===== config.mk =====
export PLATFORM = sky130hd
export DESIGN_NAME = cmd_queue_frontend_flat
export DESIGN_NICKNAME = d
export VERILOG_FILES = /design/src/rtl/cmd_queue_frontend_if.sv /design/src/rtl/cmd_queue_frontend.sv /design/src/flat_wrapper.sv
export SDC_FILE = /design/constraint.sdc
export NUM_CORES = 2
export LEC_CHECK = 0
export ABC_CLOCK_PERIOD_IN_PS = 7500
export CORE_UTILIZATION = 35
export DETAILED_ROUTE_END_ITERATION = 8
export PLACE_DENSITY = 0.61
export SYNTH_ARGS = -nofsm -noshare
export SYNTH_HDL_FRONTEND = slang
export SYNTH_SLANG_ARGS = --single-unit

===== constraint.sdc =====
create_clock -name i_clk -period 7.5 [get_ports i_clk]
set_clock_uncertainty 0.1 [all_clocks]
set_input_delay 1.125 -clock i_clk [delete_from_list [all_inputs] [get_ports i_clk]]
set_output_delay 1.125 -clock i_clk [all_outputs]
set_load 0.01 [all_outputs]

===== src/rtl/cmd_queue_frontend_if.sv =====
// -----------------------------------------------------------------------------
// cmd_queue_frontend_if
// Bundles the two handshakes of the command front-end:
//   submission side : i_push / i_cmd (per channel) with o_grant as the accept
//   issuer side     : o_cmd (FIFO head), o_empty, i_rd (pop)
// Signal names are written from the front-end's point of view.
// Modports:
//   master - host/issuer side (drives requests, pops and commands)
//   slave  - the front-end itself
// -----------------------------------------------------------------------------
interface cmd_queue_frontend_if #(
  parameter int CMD_W    = 64,
  parameter int CH_COUNT = 2
);

  logic [CH_COUNT-1:0] i_push;
  logic [CMD_W-1:0]    i_cmd [CH_COUNT-1:0];
  logic [CH_COUNT-1:0] o_grant;
  logic [CMD_W-1:0]    o_cmd;
  logic                o_empty;
  logic                i_rd;

  modport master (
    output i_push, i_cmd, i_rd,
    input  o_grant, o_cmd, o_empty
  );

  modport slave (
    input  i_push, i_cmd, i_rd,
    output o_grant, o_cmd, o_empty
  );

endinterface


===== src/rtl/cmd_queue_frontend.sv =====
// -----------------------------------------------------------------------------
// cmd_queue_frontend
// Merges CH_COUNT host submission channels into one show-ahead FIFO through a
// round-robin write arbiter, presents the FIFO head to the issuer, tracks
// tasks that were popped but have not finished yet, and reports idle and
// underflow status.
// Ports:
//   i_clk, i_rstn    clock and asynchronous active-low reset
//   qif (slave)      submission handshake (i_push/i_cmd/o_grant) and issuer
//                    handshake (o_cmd/o_empty/i_rd)
//   i_finished_task  one-cycle pulse per completed task
//   i_flush          synchronous FIFO clear
//   o_count          FIFO occupancy
//   o_outstanding    tasks popped but not yet finished
//   o_idle           FIFO empty and nothing outstanding
//   o_err_underflow  sticky: a finish arrived with nothing outstanding
// -----------------------------------------------------------------------------
module cmd_queue_frontend #(
  parameter int CMD_W    = 64,
  parameter int DEPTH    = 16,
  parameter int CH_COUNT = 2,
  parameter int OUT_W    = 8
) (
  input  logic                       i_clk,
  input  logic                       i_rstn,
  cmd_queue_frontend_if.slave        qif,
  input  logic                       i_finished_task,
  input  logic                       i_flush,
  output logic [$clog2(DEPTH+1)-1:0] o_count,
  output logic [OUT_W-1:0]           o_outstanding,
  output logic                       o_idle,
  output logic                       o_err_underflow
);

  localparam int PTR_W = $clog2(DEPTH);
  localparam int CNT_W = $clog2(DEPTH+1);
  localparam int RR_W  = (CH_COUNT > 1) ? $clog2(CH_COUNT) : 1;

  localparam logic [CNT_W-1:0] CNT_FULL = CNT_W'(DEPTH);
  localparam logic [OUT_W-1:0] OUT_MAX  = '1;

  logic [CMD_W-1:0]    mem [DEPTH];
  logic [PTR_W-1:0]    rd_ptr;
  logic [PTR_W-1:0]    wr_ptr;
  logic [CNT_W-1:0]    count;
  logic [RR_W-1:0]     rr_ptr;

  logic                empty;
  logic                full;
  logic                pop;
  logic                wr_allowed;
  logic [CH_COUNT-1:0] grant;
  logic                grant_any;
  logic [RR_W-1:0]     grant_idx;
  logic [RR_W-1:0]     cand;

  // (base + off) mod CH_COUNT, with off < CH_COUNT so one subtraction suffices
  function automatic logic [RR_W-1:0] wrap_idx(input logic [RR_W-1:0] base,
                                               input int off);
    int s;
    s = int'(base) + off;
    if (s >= CH_COUNT) s = s - CH_COUNT;
    return RR_W'(s);
  endfunction

  assign empty = (count == '0);
  assign full  = (count == CNT_FULL);
  assign pop   = qif.i_rd & ~empty & ~i_flush;

  // A full FIFO still accepts a write when the same cycle frees a slot.
  // Gating with i_rstn keeps o_grant low while reset is asserted.
  assign wr_allowed = i_rstn & ~i_flush & (~full | pop);

  // Round-robin pick: scan offsets from the highest down so the requester
  // closest to rr_ptr (in cyclic order) is the one left standing.
  always_comb begin
    grant     = '0;
    grant_any = 1'b0;
    grant_idx = '0;
    cand      = '0;
    if (wr_allowed) begin
      for (int k = CH_COUNT - 1; k >= 0; k--) begin
        cand = wrap_idx(rr_ptr, k);
        if (qif.i_push[cand]) begin
          grant_any = 1'b1;
          grant_idx = cand;
        end
      end
      if (grant_any) grant[grant_idx] = 1'b1;
    end
  end

  assign qif.o_grant = grant;
  assign qif.o_cmd   = mem[rd_ptr];
  assign qif.o_empty = empty;
  assign o_count     = count;
  assign o_idle      = empty & (o_outstanding == '0);

  // FIFO storage, pointers, occupancy and arbiter pointer. Flush rewinds
  // both pointers to zero; storage contents are left as they are since the
  // empty flag already hides them.
  always_ff @(posedge i_clk or negedge i_rstn) begin
    if (!i_rstn) begin
      for (int i = 0; i < DEPTH; i++) mem[i] <= '0;
      rd_ptr <= '0;
      wr_ptr <= '0;
      count  <= '0;
      rr_ptr <= '0;
    end else if (i_flush) begin
      rd_ptr <= '0;
      wr_ptr <= '0;
      count  <= '0;
    end else begin
      if (grant_any) begin
        mem[wr_ptr] <= qif.i_cmd[grant_idx];
        wr_ptr      <= wr_ptr + PTR_W'(1);
        rr_ptr      <= wrap_idx(grant_idx, 1);
      end
      if (pop) rd_ptr <= rd_ptr + PTR_W'(1);
      case ({grant_any, pop})
        2'b10:   count <= count + CNT_W'(1);
        2'b01:   count <= count - CNT_W'(1);
        default: count <= count;
      endcase
    end
  end

  // Outstanding-task tracking. A pop and a finish in the same cycle cancel,
  // so that case never flags underflow. The error flag only clears on reset.
  always_ff @(posedge i_clk or negedge i_rstn) begin
    if (!i_rstn) begin
      o_outstanding   <= '0;
      o_err_underflow <= 1'b0;
    end else begin
      case ({pop, i_finished_task})
        2'b10: begin
          if (o_outstanding != OUT_MAX) o_outstanding <= o_outstanding + OUT_W'(1);
        end
        2'b01: begin
          if (o_outstanding == '0) o_err_underflow <= 1'b1;
          else                     o_outstanding   <= o_outstanding - OUT_W'(1);
        end
        default: o_outstanding <= o_outstanding;
      endcase
    end
  end

endmodule


===== src/flat_wrapper.sv =====
// flat-port wrapper written by rule: the top's interface ports become plain ports
module cmd_queue_frontend_flat 
#(
  parameter int CMD_W    = 64,
  parameter int DEPTH    = 16,
  parameter int CH_COUNT = 2,
  parameter int OUT_W    = 8
)
  (i_clk, i_rstn, i_finished_task, i_flush, o_count, o_outstanding, o_idle, o_err_underflow, qif_i_push, qif_i_cmd, qif_i_rd, qif_o_grant, qif_o_cmd, qif_o_empty);
  cmd_queue_frontend_if #(.CMD_W(CMD_W), .CH_COUNT(CH_COUNT)) qif_i ();
  input  logic i_clk;
  input  logic i_rstn;
  input  logic i_finished_task;
  input  logic i_flush;
  output logic [$clog2(DEPTH+1)-1:0] o_count;
  output logic [OUT_W-1:0] o_outstanding;
  output logic o_idle;
  output logic o_err_underflow;
  input wire logic [$bits(qif_i.i_push)-1:0] qif_i_push;
  input wire logic [$bits(qif_i.i_cmd)-1:0] qif_i_cmd;
  input wire logic [$bits(qif_i.i_rd)-1:0] qif_i_rd;
  output wire logic [$bits(qif_i.o_grant)-1:0] qif_o_grant;
  output wire logic [$bits(qif_i.o_cmd)-1:0] qif_o_cmd;
  output wire logic [$bits(qif_i.o_empty)-1:0] qif_o_empty;
  assign qif_i.i_push = qif_i_push;
  assign qif_i.i_cmd = {>>{qif_i_cmd}};
  assign qif_i.i_rd = qif_i_rd;
  assign qif_o_grant = qif_i.o_grant;
  assign qif_o_cmd = qif_i.o_cmd;
  assign qif_o_empty = qif_i.o_empty;
  cmd_queue_frontend #(.CMD_W(CMD_W), .DEPTH(DEPTH), .CH_COUNT(CH_COUNT), .OUT_W(OUT_W)) u_core (.i_clk(i_clk), .i_rstn(i_rstn), .qif(qif_i), .i_finished_task(i_finished_task), .i_flush(i_flush), .o_count(o_count), .o_outstanding(o_outstanding), .o_idle(o_idle), .o_err_underflow(o_err_underflow));
endmodule

==> metrics.csv <==
metric;value;unit
Max Buffers Root-to-Sink;3;
CP arrival;4.23;ns
worst-path maximum fanout;19;
vias in the first global route;31174;
Synth Cell Area;45900;um2
Initial DRC Count;2029;
Slew Viols, Final;0;
fmax;183;MHz
DP Worst Slack;2.01;ns
Remaining Overflow, GRT;0;
setup TNS;0;ns
setup violators final;0;
most common cell in the netlist;dfrtp_1;
Core Region;130000;um2
# hold bufs at CTS;0;
CTS root buf;clkbuf_16;
Clock Sinks;1047;
Final HPWL DP;68000;um
startpoint types;primary input;
warnings from Yosys;0;
Avg Cell Area, Syn;11.4;um2
global-route wire length before repair;189000;um
number of gates resized after CTS;0;
Port Buf Inserts;216;
Sw Share;28.4;%
final setup margin;2.04;ns
Post-synth ARST share;100;%
vias per cell;5.12;
list of most frequent post-synthesis cells;dfrtp_1 (1,047), nand2_1 (1,042), o21ai_0 (927);
Synth Instances;4017;
status;completed;
Post-synth EDFFs;0;
slew margin rel.;22.1;%
Tmin final;5.46;ns
GRT Total Usage;18.4;%
Req. time, crit path;6.27;ns
post-synthesis cell type count;46;
top cell type's share of synthesized area;57.1;%
Leak;22.4;nW
GP Congestion;0.748;
final WL;119000;um
DRC;0;
CTS tree;done;
via count;30008;
postcts setup bufs;0;
max_cap viols;0;
largest net degree at the start of global routing;176;
initial antenna violation count;0;
Filler cells;12312;
Synth Register Bits;1047;
I/O pins;217;
RSZ-0062 raised after global routing;false;
Hold/Removal Path Class;primary input to async pin;
Row Count;132;
Clock Latency Late Sink;0.69;ns
combinational power share;22.7;%
htree depth;3;
layout cells sized above 1;15.4;%
P_sw;0.00447;W
Routed WL per cell;20.2;um
die width;364;um
Die H;364;um
final hold vios;0;
TritonCTS Buffers;111;
pwr dens;296;nW/um2
starting density of the core;35.4;%
antenna-violating nets left;0;
clock slew at the register clock pins of the worst setup and hold paths;0.06;ns
Yosys top cell by area;dfrtp_1;
prevailing post-synth register cell;dfrtp_1;
Tcrit/Tclk final;72.8;%
Clock power frac;35.5;%
Worst Setup Path Type;primary input to output port;
Pint;0.0113;W
top cells by area, synth;dfrtp_1 (57%), mux4_2 (16%), o21ai_0 (10%), nand2_1 (8.5%), clkbuf_1 (2.0%);
Reg power frac;41.8;%
drt pass-1 iters;5;
Synthesized Nets;4168;
fin nets;4181;
Least-Margin Pin Slew;1.15;ns
synth-to-layout area growth;15.9;%
register area share after synthesis;57.1;%
Worst IR Drop VDD;0.000192;V
CP endpoint kind;output port;
die area;133000;um2
## flip-flops by register name, indices dropped and copies added (netlist names)
| register | cells |
|---|---|
| u_core.mem | 1024 |
| u_core.o_count | 5 |
| u_core.o_err_underflow | 1 |
| u_core.o_outstanding | 8 |
| u_core.rd_ptr | 4 |
| u_core.rr_ptr | 1 |
| u_core.wr_ptr | 4 |
## power groups by stage
stage	combinational, W	clock [W]	sequential [W]
after detailed placement	0.00368	0	0.00668
after global placement	0.00365	0	0.00666
after floorplan	0.00229	0	0.00650
final	0.00358	0.00558	0.00659
after CTS	0.00369	0.00572	0.00659
after global routing	0.00392	0.00595	0.00666
## routing by layer
| metal | wire, um | track usage [%] | vias to the layer above |
|---|---|---|---|
| li1 | - | - | 14080 |
| met1 | 53400 | 25.4 | 15206 |
| met2 | 57800 | 30.9 | 577 |
| met3 | 4860 | 2.42 | 145 |
| met4 | 2510 | 4.49 | 0 |
| met5 | 0 | 0 | - |
## final cells by class
| type | instances | area [um2] | area share, % |
|---|---|---|---|
| Clock inverter | 40 | 479 | 0.901 |
| Timing Repair Buffer | 276 | 2780 | 5.23 |
| Multi-Input combinational cell | 2582 | 18200 | 34.3 |
| Inverter | 12 | 45.0 | 0.0847 |
| Clock buffer | 164 | 3250 | 6.11 |
| Antenna cell | 1 | 2.50 | 0.00471 |
| Tap cell | 1742 | 2180 | 4.10 |
| Sequential cell | 1047 | 26200 | 49.3 |
## placed cells by master (no fill, tap or decap), types with 3 or more instances in the layout
| master | synthesis | routed |
|---|---|---|
| dfrtp_4 | 0 | 4 |
| buf_4 | 2 | 47 |
| clkbuf_8 | 0 | 23 |
| inv_1 | 12 | 12 |
| dfrtp_1 | 1047 | 1043 |
| clkdlybuf4s50_1 | 0 | 215 |
| a21oi_1 | 3 | 3 |
| clkbuf_1 | 244 | 28 |
| o21ai_0 | 927 | 927 |
| clkbuf_16 | 0 | 113 |
| xor2_1 | 9 | 9 |
| mux2i_1 | 17 | 14 |
| nand2_1 | 1042 | 1042 |
| nor2_1 | 22 | 22 |
| ha_1 | 15 | 15 |
| nand3_1 | 17 | 5 |
| o31ai_1 | 3 | 3 |
| bufinv_16 | 0 | 9 |
| nand4_1 | 7 | 7 |
| clkinv_2 | 0 | 19 |
| buf_12 | 0 | 13 |
| clkinvlp_4 | 0 | 5 |
| mux2i_2 | 50 | 53 |
| o21ai_1 | 109 | 109 |
| nand3_4 | 0 | 12 |
| clkinv_4 | 0 | 4 |
| mux4_2 | 320 | 320 |
| nor2b_1 | 3 | 3 |
| xnor2_1 | 5 | 5 |
## critical path: stages
cell and delay [ns]:
clkdlybuf4s50_1 0.74, nand2b_4 0.32, a311oi_4 0.92, buf_4 0.40
and2_1 0.17, clkdlybuf4s50_1 0.54
## cells by family after synthesis
kind of cell,count (synthesis),synth area share (%)
muxes,388,17.6
AOI/OAI and AO/OA,1055,11.7
xor gates and xnor gates,14,0.267
buffers and inverters,388,3.59
and+or+nand+nor,1109,9.34
DFF,1047,57.1
adders and majority gates,16,0.453
## path summary, 6_finish.rpt
kind / from / to / slack, ns / cells past startpoint
max: i_flush / qif_o_grant[0] / 2.04 / 6
min: i_rstn / u_core.mem[479] / 0.26 / 1
max reg2reg: u_core.o_count[1] / u_core.mem[92] / 3.50 / 6
min reg2reg: u_core.o_err_underflow / u_core.o_err_underflow / 0.37 / 1
max in group asynchronous: i_rstn / u_core.mem[111] / 4.32 / 4
min in group i_clk: u_core.o_err_underflow / u_core.o_err_underflow / 0.37 / 1
## metrics by stage
step	cells	hold WS, ns	power (W)	instance area (um2)	utilization [%]
finish	5864	0.260	0.0157	53200	41.0
global route	5863	0.252	0.0165	53200	41.0
CTS	5863	0.242	0.0160	53200	41.0
detailed placement	5659	0.360	0.0104	49400	38.1
global placement	5659	0.354	0.0103	49400	38.1
floorplan	4017	0.345	0.00879	45900	-
Power figures use the tool's default switching activity.
